==> config.mk <==
export PLATFORM = sky130hd
export DESIGN_NAME = left_shift_serializer
export DESIGN_NICKNAME = d
export VERILOG_FILES = /design/src/rtl/shift_pkg.sv /design/src/rtl/left_shift_serializer.sv
export SDC_FILE = /design/constraint.sdc
export NUM_CORES = 1
export LEC_CHECK = 0
export ABC_AREA = 0
export CAP_MARGIN = 20
export CORE_AREA = 2 2 39 41
export CTS_BUF_LIST = sky130_fd_sc_hd__clkbuf_4
export DETAILED_ROUTE_END_ITERATION = 10
export DIE_AREA = 0 0 41 43
export HOLD_SLACK_MARGIN = 0.12
export SLEW_MARGIN = 30
export SYNTH_ARGS = -nofsm -noshare
export SYNTH_HDL_FRONTEND = slang
export SYNTH_SLANG_ARGS = --single-unit
==> constraint.sdc <==
create_clock -name clk -period 2.7 [get_ports clk]
set_clock_uncertainty 0.05 [all_clocks]
set_input_delay 0.405 -clock clk [delete_from_list [all_inputs] [get_ports clk]]
set_output_delay 0.405 -clock clk [all_outputs]
set_load 0.02 [all_outputs]
==> src/rtl/shift_pkg.sv <==
// Shared definitions for the shift-register serializer family.
// State encoding is common so left and right variants decode identically.
package shift_pkg;

   typedef logic state_t;

   localparam state_t ST_IDLE  = 1'b0;
   localparam state_t ST_SHIFT = 1'b1;

endpackage : shift_pkg

==> src/rtl/left_shift_serializer.sv <==
// Parallel-in, serial-out MSB-first serializer with valid/ready on both sides.
// A load on the final beat replaces the shift so consecutive words stream without bubbles.
module left_shift_serializer
   import shift_pkg::*;
#(
   parameter int WIDTH = 4
) (
   input  logic             clk,
   input  logic             rst,
   input  logic [WIDTH-1:0] din,
   input  logic             din_valid,
   output logic             din_ready,
   input  logic             sin,
   input  logic             sout_ready,
   output logic             sout,
   output logic             sout_valid,
   output logic             last,
   output logic [WIDTH-1:0] dout
);

   localparam int            CW       = $clog2(WIDTH);
   localparam logic [CW-1:0] LAST_CNT = CW'(WIDTH - 1);

   state_t           r_state;
   logic [CW-1:0]    r_cnt;
   logic [WIDTH-1:0] r_dout;

   state_t           w_state_nxt;
   logic [CW-1:0]    w_cnt_nxt;
   logic [WIDTH-1:0] w_dout_nxt;

   logic             w_shift;
   logic             w_last_beat;
   logic             w_accept_in;

   assign w_shift     = (r_state == ST_SHIFT);
   assign w_last_beat = w_shift && (r_cnt == LAST_CNT);
   // Reset gating lives in the output decode; acceptance here ignores rst
   // because the clocked process lets rst override any update.
   assign w_accept_in = din_valid && (!w_shift || (w_last_beat && sout_ready));

   always_ff @(posedge clk) begin
      if (rst) begin
         r_state <= ST_IDLE;
         r_cnt   <= '0;
         r_dout  <= '0;
      end else begin
         r_state <= w_state_nxt;
         r_cnt   <= w_cnt_nxt;
         r_dout  <= w_dout_nxt;
      end
   end

   always_comb begin
      w_state_nxt = r_state;
      w_cnt_nxt   = r_cnt;
      w_dout_nxt  = r_dout;
      if (w_accept_in) begin
         w_state_nxt = ST_SHIFT;
         w_cnt_nxt   = '0;
         w_dout_nxt  = din;
      end else if (w_shift && sout_ready) begin
         w_dout_nxt = {r_dout[WIDTH-2:0], sin};
         if (w_last_beat) begin
            w_state_nxt = ST_IDLE;
            w_cnt_nxt   = '0;
         end else begin
            w_cnt_nxt = r_cnt + CW'(1);
         end
      end
   end

   always_comb begin
      din_ready  = !rst && (!w_shift || (w_last_beat && sout_ready));
      sout_valid = !rst && w_shift;
      last       = !rst && w_last_beat;
      sout       = !rst && r_dout[WIDTH-1];
      dout       = r_dout;
   end

endmodule : left_shift_serializer
==> flow_metrics.py <==
metrics = {
    "grt": {
        "grt_antenna_before_repair": 0,
        "globalRouteTotalUtil_pct": 12.1,
        "grt_start_max_net_pins": 9,
        "grt_overflow": 0,
        "vias_in_the_first_global_route": 329,
        "wire_length_of_the_first_global_routing_pass_um": 1370,
    },
    "clock_network": {
        "insertion_delay_ps": 250,
        "post_cts_setup_buffer_count": 0,
        "cts_tree": "yes",
        "clk_pin_slew_ps": 60,
        "cts.htree.levels": 1,
        "postCtsHoldBufs": 0,
        "max-clock-path-buffers": 2,
        "cts.sinks": 7,
        "cts_root_buffer": "clkbuf_4",
        "tritoncts.num_buffers": 3,
        "postCtsResizedCells": 0,
    },
    "route": {
        "postRouteWirelength_um": 818,
        "wl_per_cell_um": 10.8,
        "avgViaCountPerCell": 4.50,
        "total_length_of_routed_met3_wires_um": 55,
        "num_vias": 342,
        "final_antenna_net_count": 0,
        "wl_met1_um": 397,
        "drt_iter0_markers": 3,
        "drt-pass1-iter-count": 2,
        "topRoutingLayerUsed": "met4",
        "drt_drc_violations_left": 0,
        "met2RoutedLength_um": 338,
    },
    "sta": {
        "final_cycle_utilization_of_the_critical_path_pct": 85.3,
        "final.hold.worst_slack_ps": 495,
        "final-max-slew-violation-count": 0,
        "setup_violations": 0,
        "max_freq_mhz": 434,
        "min_clock_period_post_route_ps": 2300,
        "grt_setup_unrepaired": "no",
        "worst-slew-pin-transition_ps": 248,
        "timing.slew.headroom_pct": 83.3,
        "finalHoldViolations": 0,
        "sum_of_negative_setup_slack_ps": 0,
    },
    "logic_synthesis": {
        "synth_top_flop_cell": "dfxtp_1",
        "yosys_synthesis_warning_count": 0,
        "yosys_register_bits": 7,
        "synth_nets": 51,
        "netlist_instances": 41,
        "synth-edff-count": 0,
        "post_synth_instance_area_um2": 373,
        "synth.largest_area_cell": "dfxtp_1",
        "synth_cell_type_count": 17,
        "synth_top_area_share_pct": 37.6,
        "synthArstFlopShare_pct": 0,
        "synth_area_per_cell_um2": 9.09,
        "synth.yosys.seq_area_share_pct": 37.6,
        "ys_top_cells_by_area": "dfxtp_1 (38%), a221oi_1 (9.4%), a211oi_1 (8.1%), and3_1 (6.7%), mux2i_1 (5.4%)",
    },
    "final_layout": {
        "antenna_cells_inserted": 0,
        "ratio_of_cells_with_drive_above_1_in_the_final_layout_pct": 11.7,
        "layout.cell_area.non_filler_um2": 576,
        "finalNetCount": 71,
        "area_growth_from_synthesis_to_final_layout_pct": 54.4,
    },
    "critical_path": {
        "timing.critical_path.fanout_max": 7,
        "crit_path_start_kind": "primary input",
        "ff_to_ff_path_depth": 4,
        "r2r-start": "r_cnt[0]",
        "slowest_delay_ps": 600,
        "cp_data_required_time_ps": 2250,
        "worst-r2r-setup-slack_ps": 1350,
        "rr_endpoint": "dout[1]",
        "cp-startpoint": "sout_ready",
        "worst-path-buf-inv": 2,
        "worst_path_max_delay_cell": "clkdlybuf4s50_1",
        "cpMostUsedCell": "clkdlybuf4s50_1",
        "critPathTopFamily": "buffers and inverters",
        "crit_end": "din_ready",
        "crit_type": "primary input to output pin",
        "worstPathCellList": "clkdlybuf4s50_1 > a21boi_0 > nor2_1 > clkdlybuf4s50_1",
        "cp_num_cells": 4,
        "end_kind": "output pin",
        "cp_data_arrival_time_ps": 1850,
    },
    "status": {
        "status": "complete, no violations",
    },
    "flow_run": {
        "max-cap-violations": 0,
    },
    "floorplan": {
        "design.core.area_um2": 1380,
        "initial_utilization_pct": 26.9,
        "placementRows": 14,
        "dieHeight_um": 43,
        "io_pins": 17,
        "fp.dieW_um": 41,
        "die-area_um2": 1760,
    },
    "power_and_ir_drop": {
        "power.switching_fraction_pct": 25.5,
        "sequential_power_share_pct": 40.3,
        "p_int_mw": 0.214,
        "net-switching-power_mw": 0.0734,
        "clock_power_share_pct": 36.8,
        "combPwrFrac_pct": 22.9,
        "p_per_area_nw_per_um2": 500,
        "vdd_drop_max_mv": 0.189,
        "total_leakage_power_nw": 0.256,
    },
    "place": {
        "detailedPlacementHpwl_um": 611,
        "io_buffer_count": 16,
        "place_congestion": 0.773,
        "detailed_place.area_um2": 546,
    },
    "hold_path": {
        "worst_hold_path_type": "flip-flop to flip-flop",
    },
}
-- power groups by stage --
stage	registers, mW	logic (mW)	clock network, mW
final	0.116	0.0661	0.106
after floorplan	0.123	0.0303	0
after CTS	0.116	0.0670	0.107
after global placement	0.118	0.0667	0
after detailed placement	0.118	0.0668	0
after global routing	0.117	0.0721	0.116
-- layout make-up --
cell class	count	area, um2
fill	142	808
clock buffer	4	30.0
sequential	7	140
tap	16	20.0
multi-input combinational	28	203
timing repair buffer	17	168
inverter	4	15.0
-- layout by cell type (no fill, tap or decap), types with 2 or more instances in the layout --
cell	count
and3_1	4
clkbuf_4	4
inv_1	4
nor2_1	4
a221oi_1	4
mux2i_1	2
a211oi_1	4
nor2b_1	2
clkdlybuf4s50_1	16
nor3_1	2
dfxtp_1	7
-- layer usage --
metal | global-route usage (%) | vias to the layer above
li1 | - | 187
met1 | 13.9 | 140
met2 | 16.3 | 13
met3 | 2.09 | 2
met4 | 14.0 | 0
met5 | 0 | -
-- how the worst min path moves through the flow --
stage | startpoint | end | slack, ps | cells past startpoint
floorplan | r_cnt[1] | r_cnt[1] | 450 | 2
global placement | r_cnt[1] | r_cnt[1] | 480 | 2
detailed placement | r_cnt[1] | r_cnt[1] | 490 | 2
CTS | r_cnt[0] | r_cnt[0] | 500 | 2
global route | r_cnt[0] | r_cnt[0] | 530 | 2
finish | r_cnt[1] | r_cnt[1] | 500 | 2
-- synthesized netlist by cell type (2+ instances only) --
cell type,count
mux2i_1,2
a211oi_1,4
a221oi_1,4
nor2b_1,2
nor3_1,2
dfxtp_1,7
inv_1,4
nor2_1,4
and3_1,4
-- tightest hold or removal path: stages, from the launching register on --
cell,delay (ps)
dfxtp_1,310
mux2i_1,130
nor3_1,60
-- sequential cells by signal (all words and copies together), names as in the netlist --
name,cells
dout,4
r_state,1
r_cnt,2
-- cell families after synthesis --
kind of cell / Yosys count / share of synthesized area, %
AO/OA/AOI/OAI: 10 / 23.8
adder cells (fa/ha/maj): 1 / 3.36
buffers and inverters: 6 / 8.05
flip-flops: 7 / 37.6
multiplexers: 2 / 5.37
AND/OR/NAND/NOR: 15 / 21.8
-- metrics by stage --
step	setup slack [ps]	util (%)	cells	total power, mW
after global routing	301	41.6	76	0.305
after CTS	393	41.6	76	0.290
after global placement	431	39.4	72	0.185
after floorplan	1000	-	41	0.154
final	397	41.6	76	0.288
after detailed placement	394	39.4	72	0.185
Note: power is estimated with default switching activity, not from simulation.
